### config.mk
export PLATFORM = sky130hd
export DESIGN_NAME = proc_8085_seq
export DESIGN_NICKNAME = d
export VERILOG_FILES = /design/src/rtl/proc_8085_seq.sv
export SDC_FILE = /design/constraint.sdc
export NUM_CORES = 1
export LEC_CHECK = 0
export ABC_CLOCK_PERIOD_IN_PS = 2500
export BUFFER_PORTS_ARGS = -buffer_cell sky130_fd_sc_hd__clkbuf_2
export CAP_MARGIN = 20
export CORE_MARGIN = 2
export CORE_UTILIZATION = 45
export CTS_BUF_LIST = sky130_fd_sc_hd__clkbuf_8 sky130_fd_sc_hd__clkbuf_16
export CTS_CLUSTER_SIZE = 24
export DETAILED_ROUTE_END_ITERATION = 12
export MAX_ROUTING_LAYER = met4
export PLACE_DENSITY = 0.68
export SYNTH_ARGS = -nofsm -noshare
export SYNTH_HDL_FRONTEND = slang
export SYNTH_SLANG_ARGS = --single-unit
export TNS_END_PERCENT = 5
### constraint.sdc
create_clock -name clock -period 2.5 [get_ports clock]
set_input_delay 0.125 -clock clock [delete_from_list [all_inputs] [get_ports clock]]
set_output_delay 0.125 -clock clock [all_outputs]
set_load 0.005 [all_outputs]
### src/rtl/proc_8085_seq.sv
`default_nettype none
// +--------------------------------------------------------------------------+
// | proc_8085_seq: 8085-style T-state sequencer for MOV/ALU/MVI/JMP/HLT.     |
// | Revision: 1.0                                                            |
// +--------------------------------------------------------------------------+
module proc_8085_seq #(
  parameter logic [2:0] REG_A_CODE = 3'b111,
  parameter logic [2:0] REG_B_CODE = 3'b000,
  parameter logic [2:0] REG_C_CODE = 3'b001,
  parameter logic [2:0] REG_D_CODE = 3'b010
) (
  input  logic        clock,
  input  logic        reset,
  input  logic [7:0]  d,
  output logic        ale,
  output logic        rd_n,
  output logic        pc_inc,
  output logic        pc_load,
  output logic [15:0] branch_address,
  output logic [2:0]  op1_select,
  output logic [2:0]  op2_select,
  output logic [2:0]  alu_ctrl,
  output logic [1:0]  wr_src,
  output logic [7:0]  wr_data,
  output logic        enable_reg_a,
  output logic        enable_reg_b,
  output logic        enable_reg_c,
  output logic        enable_reg_d,
  output logic [1:0]  mcycle,
  output logic        halted
);

  typedef enum logic [2:0] {ST_T1, ST_T2, ST_T3, ST_EX, ST_HALT} state_t;
  typedef enum logic [2:0] {CL_NOP, CL_MOV, CL_ALU, CL_MVI, CL_JMP} cls_t;

  localparam logic [1:0] c_MC_OF  = 2'b00;
  localparam logic [1:0] c_MC_OP1 = 2'b01;
  localparam logic [1:0] c_MC_OP2 = 2'b10;
  localparam logic [1:0] c_MC_HLT = 2'b11;

  state_t      r_state, w_state_nx;
  logic [1:0]  r_mc, w_mc_nx;
  cls_t        r_cls, w_cls_dec;
  logic        w_is_hlt;
  logic [2:0]  r_dst;
  logic [7:0]  r_lo;
  logic [7:0]  r_wr_data;
  logic [2:0]  r_op1, r_op2, r_alu;
  logic [1:0]  r_wr_src;
  logic [15:0] r_ba;
  logic [2:0]  w_dst;
  logic        w_we;

  always_comb begin
    w_is_hlt  = (d == 8'h76);
    w_cls_dec = CL_NOP;
    if (w_is_hlt)
      w_cls_dec = CL_NOP;
    else if (d[7:6] == 2'b01)
      w_cls_dec = CL_MOV;
    else if (d[7:6] == 2'b10)
      w_cls_dec = CL_ALU;
    else if (d[7:6] == 2'b00 && d[2:0] == 3'b110)
      w_cls_dec = CL_MVI;
    else if (d == 8'hC3)
      w_cls_dec = CL_JMP;
  end

  always_ff @(posedge clock) begin
    if (reset) begin
      r_state <= ST_T1;
      r_mc    <= c_MC_OF;
    end else begin
      r_state <= w_state_nx;
      r_mc    <= w_mc_nx;
    end
  end

  always_comb begin
    w_state_nx = r_state;
    w_mc_nx    = r_mc;
    case (r_state)
      ST_T1: w_state_nx = ST_T2;
      ST_T2: w_state_nx = ST_T3;
      ST_T3: begin
        case (r_mc)
          c_MC_OF: begin
            if (w_is_hlt) begin
              w_state_nx = ST_HALT;
              w_mc_nx    = c_MC_HLT;
            end else if (w_cls_dec == CL_MVI || w_cls_dec == CL_JMP) begin
              w_state_nx = ST_T1;
              w_mc_nx    = c_MC_OP1;
            end else begin
              w_state_nx = ST_EX;
            end
          end
          c_MC_OP1: begin
            if (r_cls == CL_JMP) begin
              w_state_nx = ST_T1;
              w_mc_nx    = c_MC_OP2;
            end else begin
              w_state_nx = ST_EX;
            end
          end
          default: w_state_nx = ST_EX;
        endcase
      end
      ST_EX: begin
        w_state_nx = ST_T1;
        w_mc_nx    = c_MC_OF;
      end
      ST_HALT: w_state_nx = ST_HALT;
      default: begin
        w_state_nx = ST_T1;
        w_mc_nx    = c_MC_OF;
      end
    endcase
  end

  // Execute-phase controls load on the T3 edge that enters EX, so they are
  // valid throughout EX and simply persist afterwards.
  always_ff @(posedge clock) begin
    if (reset) begin
      r_cls     <= CL_NOP;
      r_dst     <= 3'b000;
      r_lo      <= 8'h00;
      r_wr_data <= 8'h00;
      r_op1     <= 3'b000;
      r_op2     <= 3'b000;
      r_alu     <= 3'b000;
      r_wr_src  <= 2'b00;
      r_ba      <= 16'h0000;
    end else if (r_state == ST_T3) begin
      case (r_mc)
        c_MC_OF: begin
          r_cls <= w_cls_dec;
          r_dst <= d[5:3];
          if (w_cls_dec == CL_MOV) begin
            r_op2    <= d[2:0];
            r_wr_src <= 2'b10;
          end else if (w_cls_dec == CL_ALU) begin
            r_op1    <= REG_A_CODE;
            r_op2    <= d[2:0];
            r_alu    <= d[5:3];
            r_wr_src <= 2'b00;
          end
        end
        c_MC_OP1: begin
          r_lo <= d;
          if (r_cls == CL_MVI) begin
            r_wr_data <= d;
            r_wr_src  <= 2'b01;
          end
        end
        c_MC_OP2: r_ba <= {d, r_lo};
        default: ;
      endcase
    end
  end

  // Priority chain keeps a single enable even if register codes collide.
  always_comb begin
    w_dst        = r_dst;
    w_we         = 1'b0;
    enable_reg_a = 1'b0;
    enable_reg_b = 1'b0;
    enable_reg_c = 1'b0;
    enable_reg_d = 1'b0;
    if (!reset && r_state == ST_EX) begin
      case (r_cls)
        CL_MOV, CL_MVI: w_we = 1'b1;
        CL_ALU: begin
          w_dst = REG_A_CODE;
          w_we  = (r_dst != 3'b111);
        end
        default: w_we = 1'b0;
      endcase
    end
    if (w_we) begin
      if (w_dst == REG_A_CODE)      enable_reg_a = 1'b1;
      else if (w_dst == REG_B_CODE) enable_reg_b = 1'b1;
      else if (w_dst == REG_C_CODE) enable_reg_c = 1'b1;
      else if (w_dst == REG_D_CODE) enable_reg_d = 1'b1;
    end
  end

  assign ale            = !reset && (r_state == ST_T1);
  assign rd_n           = reset || !(r_state == ST_T2 || r_state == ST_T3);
  assign pc_inc         = !reset && (r_state == ST_T3);
  assign pc_load        = !reset && (r_state == ST_EX) && (r_cls == CL_JMP);
  assign halted         = !reset && (r_state == ST_HALT);
  assign mcycle         = reset ? c_MC_OF : r_mc;
  assign branch_address = reset ? 16'h0000 : r_ba;
  assign op1_select     = reset ? 3'b000 : r_op1;
  assign op2_select     = reset ? 3'b000 : r_op2;
  assign alu_ctrl       = reset ? 3'b000 : r_alu;
  assign wr_src         = reset ? 2'b00 : r_wr_src;
  assign wr_data        = reset ? 8'h00 : r_wr_data;

endmodule
`default_nettype wire

# Word-level counts from Yosys, hierarchy flattened
# Cells that the tools add are included.
# W data, S select, Z words.
dict set report word_totals {
  reg_bits 52
  inputBits 10
  output_inout_bits 46
  word_cells 114
}
dict set report classes {
  n_eq_ne 28
  muxes 46
  bitwise 2
  reduce_logical 27
}
# op count
set op_table {}
lappend op_table {{$mux W3} 13}
lappend op_table {{$eq A3 B2 Y1 const B} 7}
lappend op_table {{$mux W2} 10}
lappend op_table {{$mux W16} 1}
lappend op_table {{$eq A3 B3 Y1 const B} 5}
lappend op_table {{$mux W1} 15}
lappend op_table {{$eq A3 B1 Y1 const B} 4}
lappend op_table {{$pmux W2 S2} 3}
lappend op_table {{$pmux W3 S4} 1}
lappend op_table {{$reduce_and A4 Y1} 3}
lappend op_table {{$ne A3 B3 Y1 const B} 3}
lappend op_table {{$eq A8 B7 Y1 const B} 1}
lappend op_table {{$eq A8 B8 Y1 const B} 1}
lappend op_table {{$mux W8} 1}
lappend op_table {{$logic_and A1 B1 Y1} 6}
lappend op_table {{$logic_not A3 Y1} 2}
lappend op_table {{$pmux W3 S2} 1}
lappend op_table {{$reduce_and A2 Y1} 3}
lappend op_table {{$reduce_and A3 Y1} 2}
lappend op_table {{$eq A2 B1 Y1 const B} 2}
lappend op_table {{$eq A2 B2 Y1 const B} 2}
lappend op_table {{$logic_not A2 Y1} 2}
lappend op_table {{$ne A4 B4 Y1 const B} 1}
lappend op_table {{$reduce_bool A2 Y1} 2}
lappend op_table {{8 further kinds} 12}

# Longest topological paths before layout
# Gate-level depths: netlist (run 1).
dict set report logic_depth {
  depth_word 12
  mapped_depth 9
}

# Worst setup path before layout (run 1)
# No wires, ideal clock.
dict set report synth_path {
  path_type {register to register}
  from {register r_state[1]}
  to {register r_wr_src[1]}
  setup_time_ns 0.128
  arrival_ns 1.609
  t_required_ns 2.372
  path_slack_ns 0.764
  stages_incl_launch_ff 9
  n_path_buf 3
  path_cell_list {dfxtp_1 > buf_4 > or3b_1 > buf_6 > nor4_4 > buf_6 > o32ai_2 > a22oi_1 > nor2_1}
}
dict set report synth_via {
  elab_chain_cells 2
}
# item line_no
set synth_rtl {}
lappend synth_rtl {{start, declared} 41} ;# state_t r_state, w_state_nx;
lappend synth_rtl {{start signal, assigned} 74} ;# r_state <= w_state_nx;
lappend synth_rtl {{$eq A3 B2 Y1} 134} ;# end else if (r_state == ST_T3) begin
lappend synth_rtl {{$reduce_and A4 Y1 (no source line)} n/a}
lappend synth_rtl {{end signal, assigned} 132} ;# r_wr_src <= 2'b00;
lappend synth_rtl {{end signal, assigned} 141} ;# r_wr_src <= 2'b10;
lappend synth_rtl {{end signal, assigned} 146} ;# r_wr_src <= 2'b00;
lappend synth_rtl {{end, declared} 49} ;# logic [1:0] r_wr_src;
# Every way passes these cells.
# A chain may end at the register's enable or synchronous reset.

# Worst setup path in the final report (run 1)
dict set report layout_path {
  from {register r_state[1]}
  to {register r_ba[2]}
}
dict set report layout_via {
  elab_chain_cells 2
}
# item line_no
set layout_rtl {}
lappend layout_rtl {{$eq A3 B2 Y1} 134}
lappend layout_rtl {{$reduce_and A2 Y1 (no source line)} n/a}
lappend layout_rtl {{end signal, assigned} 156} ;# c_MC_OP2: r_ba <= {d, r_lo};
lappend layout_rtl {{end, declared} 50} ;# logic [15:0] r_ba;
# Every way passes these cells.

==> reports/results.ini, run 1 <==
[setup_path]
worstPathMaxFanout = 16
cp-start-kind = flop
r2r_start = r_state[1]
cp_top_family = simple AND/OR/NAND/NOR gates
crit_buf_inv = 0
cp-end-kind = flop
crit_type = reg -> reg
crit_chain = or3b_1, nor2_2, and2_1, nand2_1, a21oi_1
crit_start = r_state[1]
cp.required_ns = 2.73
cp.arrival_ns = 2.29
cpMaxStageDelayCell = or3b_1
slowest_delay_ns = 0.55

[grt]
grt-ovfl-total = 0
antenna_found_initial = 0
grt_max_degree = 89
track_usage_pct = 17.8
grt_pass1_vias = 1863
grt_pass1_wl_um = 8650

[timing]
setup_viol = 0
relSlewSlack_pct = 44.9
tightestPinTransition_ns = 0.827
fin_crit_ns = 2.06
rsz0062_at_grt = no
fin_skew_ns = 0.00915
timing.fmax_mhz = 485
worst_slack_ns = 0.438
finalMaxSlewViolations = 0
setup_tns_ns = 0
hold_viol_final = 0
finalCritPeriodShare_pct = 82.5

[drt]
drt_iter0_drc = 118
drc = 0
vias = 2048
totalWireLength_um = 5140
via_per_inst = 5.02
ant_nets = 0
wl_per_cell_um = 12.6
dr.pass1.iters = 4

[power]
p_leak_nw = 1.13
p_per_area_nw_per_um2 = 570
ir_drop_uv = 365

[synth]
netlist.area_leader.share_pct = 42.1
synthFlopType = dfxtp_1
syn_nets = 306
yosysSeqAreaShare_pct = 42.1
postSynth.asyncResetShare_pct = 0
yosys.area.top_type = dfxtp_1
synthTopCellsByArea = dfxtp_1 42%, nor2b_1 9.1%, mux2i_1 7.7%
yosysWarningCount = 0
syn-instance-count = 296
ys_types = 43
syn_area_per_cell_um2 = 8.35
synth_most_common_cell = dfxtp_1
ys_seq_elements = 52
yosys-top-cells-count = 52 x dfxtp_1, 45 x nand2_1, 36 x nor2b_1
synth-edff-count = 0
synthesis.area_um2 = 2470

[clock_tree]
ctsHoldBuffers = 0
cts_resized = 0
numCtsBuffers = 5
h-tree-depth = 2
clk_pin_slew_ns = 0.10
clock_latency_ns = 0.30
cts_sinks = 52
cts-root-buf = clkbuf_8
post-cts-setup-buffers = 0
cts_tree = built
clockBufferDepth = 2

[floorplanning]
initial_utilization_pct = 47.5
die_area_um2 = 6100
core_area_um2 = 5200
num_rows = 26
die_x_um = 78.1
io-pin-count = 56
die_h_um = 78.1

[worst_hold_path]
hold_path.class = in -> reg
worstHoldStart = d[1]

[finish]
nets = 347
drive_above_1_share_pct = 21.9
fill_cells = 517
area_growth_pct = 14.9
diodes = 0

[status]
status = completed

[placed_design]
dp_slack_ns = 0.487
hpwlAfterDp_um = 3460
routabilityCongestion = 0.805
portBuffers = 55

[run]
maxCapViolCount = 0

-- area by class of cell --
| class | count | area, um2 | share of cell area, % |
|---|---|---|---|
| well taps | 70 | 87.6 | 3.08 |
| clock inverters | 2 | 38.8 | 1.37 |
| flip-flops and latches | 52 | 1040 | 36.7 |
| clock buffers | 6 | 82.6 | 2.91 |
| multi-input cells | 218 | 1290 | 45.4 |
| inverters | 3 | 11.3 | 0.396 |
| repair buffers | 57 | 290 | 10.2 |
-- metal layers --
metal | routed length [um] | vias to the layer above | track usage [%]
li1 | - | 1064 | -
met1 | 2500 | 942 | 23.3
met2 | 2420 | 38 | 28.0
met3 | 177 | 4 | 3.22
met4 | 44 | 0 | 5.79
met5 | 0 | - | -
-- stage by stage --
stage | area, um2 | util, % | power, mW | cells | hold slack, ns
2_1_floorplan | 2470 | - | 1.00 | 296 | 0.261
3_3_place_gp | 2720 | 52.2 | 1.04 | 400 | 0.438
3_5_place_dp | 2720 | 52.2 | 1.04 | 400 | 0.443
4_1_cts | 2840 | 54.6 | 1.64 | 408 | 0.141
5_1_grt | 2840 | 54.6 | 1.69 | 408 | 0.159
6_report | 2840 | 54.6 | 1.62 | 408 | 0.148
-- registers in the layout, summed over array words and instances, names as in the netlist, 2 cells and up --
register and flops:
r_mc 2, r_wr_src 2, r_state 3, r_lo 8, r_dst 3, r_cls 3, r_op2 3, r_wr_data 8
r_alu 3, r_ba 16
-- report_power, final --
part,internal (mW),switching (mW)
Clock,0.328,0.271
Sequential,0.844,0.0197
Combinational,0.0559,0.101
-- tightest hold or removal path: stages --
cell	delay, ns
clkbuf_2	0.15
nand2_1	0.08
a21oi_1	0.05
-- cells in the final DEF, fill, tap and decap left out, types with 2 or more instances in the layout --
master    instances
buf_4             2
nor3b_1           2
or3b_1            2
a21oi_1          30
inv_1             3
dfxtp_1          52
nand4_1           2
nand2b_1          2
nand3b_1          4
nor3_1            7
mux2_2            2
clkbuf_2         55
o21a_1            3
a211o_1           2
nand2_1          45
mux2i_1          19
nor2b_1          36
clkbuf_8          6
nand3_1           6
nor2_1           35
-- logic make-up after synthesis --
family | after synthesis | synth area share [%]
simple gates | 153 | 31.7
flops | 52 | 42.1
compound gates | 44 | 11.8
buf+inv | 26 | 5.72
mux | 21 | 8.61
-- path summary, 6_finish.rpt --
path	to	slack, ns	depth (start not counted)
max	r_ba[2]	0.44	5
min reg2reg	r_alu[1]	0.45	2
min	r_ba[9]	0.15	3
max reg2reg	r_ba[2]	0.44	5
No activity file was read; power rests on OpenSTA's default activity.
==> inputs of run 2 (changes only) <==
--- a/config.mk
+++ b/config.mk
@@ -5,7 +5,8 @@
 export SDC_FILE = /design/constraint.sdc
 export NUM_CORES = 1
 export LEC_CHECK = 0
-export ABC_CLOCK_PERIOD_IN_PS = 2500
+export ABC_AREA = 1
+export ABC_CLOCK_PERIOD_IN_PS = 1750
 export BUFFER_PORTS_ARGS = -buffer_cell sky130_fd_sc_hd__clkbuf_2
 export CAP_MARGIN = 20
 export CORE_MARGIN = 2
@@ -14,7 +15,7 @@
 export CTS_CLUSTER_SIZE = 24
 export DETAILED_ROUTE_END_ITERATION = 12
 export MAX_ROUTING_LAYER = met4
-export PLACE_DENSITY = 0.68
+export PLACE_DENSITY = 0.71
 export SYNTH_ARGS = -nofsm -noshare
 export SYNTH_HDL_FRONTEND = slang
 export SYNTH_SLANG_ARGS = --single-unit
==> constraint.sdc (replaced) <==
create_clock -name clock -period 1.75 [get_ports clock]
set_input_delay 0.0875 -clock clock [delete_from_list [all_inputs] [get_ports clock]]
set_output_delay 0.0875 -clock clock [all_outputs]
set_load 0.005 [all_outputs]
==> reports/results.ini, run 2 <==
[floorplanning]
io-pin-count = 56  ; unchanged
die_area_um2 = 5900  ; -3.3%
initial_utilization_pct = 46.7  ; -0.76 points
num_rows = 26  ; unchanged
die_x_um = 76.8  ; -1.7%
die_h_um = 76.8  ; -1.7%
core_area_um2 = 5110  ; -1.9%

[setup_path]
cp.required_ns = 1.66  ; -1.07 ns
r2r_start = r_state[2]
crit_type = reg -> out
cp.arrival_ns = 1.53  ; -0.76 ns
crit_start = r_state[2]
cp-end-kind = primary output
worstPathMaxFanout = 4  ; -12
cp-start-kind = flop

[drt]
via_per_inst = 4.87  ; -3.0%
vias = 2270  ; +11%
dr.pass1.iters = 5  ; +1
ant_nets = 0  ; unchanged
drt_iter0_drc = 158  ; +34%
totalWireLength_um = 5290  ; +3.0%
drc = 0  ; unchanged
wl_per_cell_um = 11.4  ; -9.8%

[synth]
syn-instance-count = 346  ; +17%
syn_nets = 356  ; +16%
yosysWarningCount = 0  ; unchanged
synth_most_common_cell = nor2_1
ys_seq_elements = 52  ; unchanged
yosys-top-cells-count = 64 x nor2_1, 52 x dfxtp_1, 51 x inv_1
synth-edff-count = 0  ; unchanged
ys_types = 28  ; -35%
postSynth.asyncResetShare_pct = 0  ; unchanged
synthTopCellsByArea = dfxtp_1 44%, nor2_1 10%, a21oi_1 9.2%
synthesis.area_um2 = 2390  ; -3.4%
syn_area_per_cell_um2 = 6.90  ; -17%
synthFlopType = dfxtp_1
yosys.area.top_type = dfxtp_1
netlist.area_leader.share_pct = 43.6  ; +1.5 points
yosysSeqAreaShare_pct = 43.6  ; +1.5 points

[timing]
setup_viol = 0  ; unchanged
fin_skew_ns = 0.00995  ; +0.000799 ns
setup_tns_ns = 0  ; unchanged
hold_ws_ns = 0.0994  ; -0.0482 ns
timing.fmax_mhz = 617
hold_viol_final = 0  ; unchanged
rsz0062_at_grt = no
fin_crit_ns = 1.62
tightestPinTransition_ns = 0.479  ; -0.348 ns
relSlewSlack_pct = 68.1  ; +23 points
finalMaxSlewViolations = 0  ; unchanged
finalCritPeriodShare_pct = 92.6

[power]
p_leak_nw = 1.22  ; +8.2%
p_sw_share_pct = 26.1  ; +1.9 points
power_mw = 2.44  ; +51%
p_per_area_nw_per_um2 = 866  ; +52%
seq_power_share_pct = 52.2  ; -1.2 points
internal-power_mw = 1.80  ; +47%
power_switching_mw = 0.638  ; +63%
clockPowerShare_pct = 35.3  ; -1.7 points
ir_drop_uv = 345  ; -5.3%
combPwrFrac_pct = 12.5  ; +2.8 points

[clock_tree]
clock_latency_ns = 0.31  ; about the same
numCtsBuffers = 5  ; unchanged
cts_tree = built
cts_sinks = 52  ; unchanged
clk_pin_slew_ns = 0.09  ; about the same
clockBufferDepth = 2  ; unchanged
h-tree-depth = 2  ; unchanged
cts-root-buf = clkbuf_8
post-cts-setup-buffers = 0  ; unchanged

[finish]
drive_above_1_share_pct = 19.9  ; -1.9 points
layout_commonest_cell = nor2_1
area_growth_pct = 18.3
nets = 405  ; +17%
largestRegisters = r_ba: 16 flops, r_lo: 8 flops, r_wr_data: 8 flops
diodes = 0  ; unchanged
largest_reg_flops = 16  ; unchanged
mostFrequentLayoutCells = 64 x nor2_1, 55 x clkbuf_2, 52 x dfxtp_1
fin_util_pct = 55.3  ; +0.70 points
regMostFlops = r_ba

[grt]
track_usage_pct = 18.3  ; +0.49 points
grt_max_degree = 49  ; -45%
antenna_found_initial = 0  ; unchanged
grt-ovfl-total = 0  ; unchanged
grt_pass1_vias = 1971  ; +5.8%
grt_pass1_wl_um = 8670  ; +0.24%

[worst_hold_path]
hold_path.class = in -> reg
worstHoldStart = d[0]

[placed_design]
portBuffers = 55  ; unchanged
hpwlAfterDp_um = 3750  ; +8.6%
routabilityCongestion = 0.844  ; +4.8%

[run]
maxCapViolCount = 0  ; unchanged

[status]
status = completed

==> run 2: power groups by stage <==
| stage | Clock [mW] | Combinational [mW] | Sequential [mW] |
|---|---|---|---|
| floorplan | 0 | 0.219 | 1.29 |
| global placement | 0 | 0.300 | 1.30 |
| detailed placement | 0 | 0.303 | 1.30 |
| CTS | 0.879 | 0.306 | 1.27 |
| global route | 0.918 | 0.350 | 1.28 |
| finish | 0.863 | 0.306 | 1.27 |
==> run 2: worst paths after layout <==
kind,end,slack (ns),cells after the start
worst max register to register,r_wr_data[4],0.20,8
worst min-delay path,r_op2[0],0.1,3
worst min register to register,r_ba[11],0.46,2
worst max-delay path,enable_reg_b,0.13,6
==> run 2: kinds of logic (layout without fill, tap and decap cells) <==
group           after synthesis  in the layout  share of synthesized area, %
buf+inv                      71            121                          12.3
simple gates                132            132                          24.6
compound gates               91             91                          19.5
flops                        52             52                          43.6
==> run 2: area by class of cell <==
cell class / count / area (um2)
flip-flops and latches: 52 / 1040
clock inverters: 2 / 38.8
inverters: 53 / 199
fillers: 539 / 2280
multi-input cells: 223 / 1060
clock buffers: 6 / 82.6
repair buffers: 60 / 313
well taps: 70 / 87.6
==> run 2: per-layer routing <==
| layer | global-route usage, % | up-vias | wire length [um] |
|---|---|---|---|
| met5 | - | - | 0 |
| met3 | 3.76 | 9 | 267 |
| met2 | 30.0 | 58 | 2380 |
| li1 | - | 1194 | - |
| met1 | 22.6 | 1009 | 2580 |
| met4 | 5.82 | 0 | 62 |
==> run 2: worst max-delay path: stages (launching register included) <==
cell and delay [ns]:
dfxtp_1 0.34, inv_1 0.13, nand4_1 0.17, a21oi_2 0.17, nand3_1 0.12, nor3_1 0.15
clkbuf_2 0.14
==> run 2: what timing repair did <==
item / CTS / global route
endpoints found under the setup margin: 0 / 1
gates resized for setup: 0 / 2
hold buffers: 0 / 0
==> run 2: metrics by stage <==
step / area [um2] / setup WS, ns / std cells
after global placement: 2690 / 0.323 / 458
after floorplan: 2390 / 0.497 / 346
after global routing: 2820 / 0.0238 / 466
after detailed placement: 2690 / 0.252 / 458
final: 2820 / 0.129 / 466
after CTS: 2810 / 0.0780 / 466
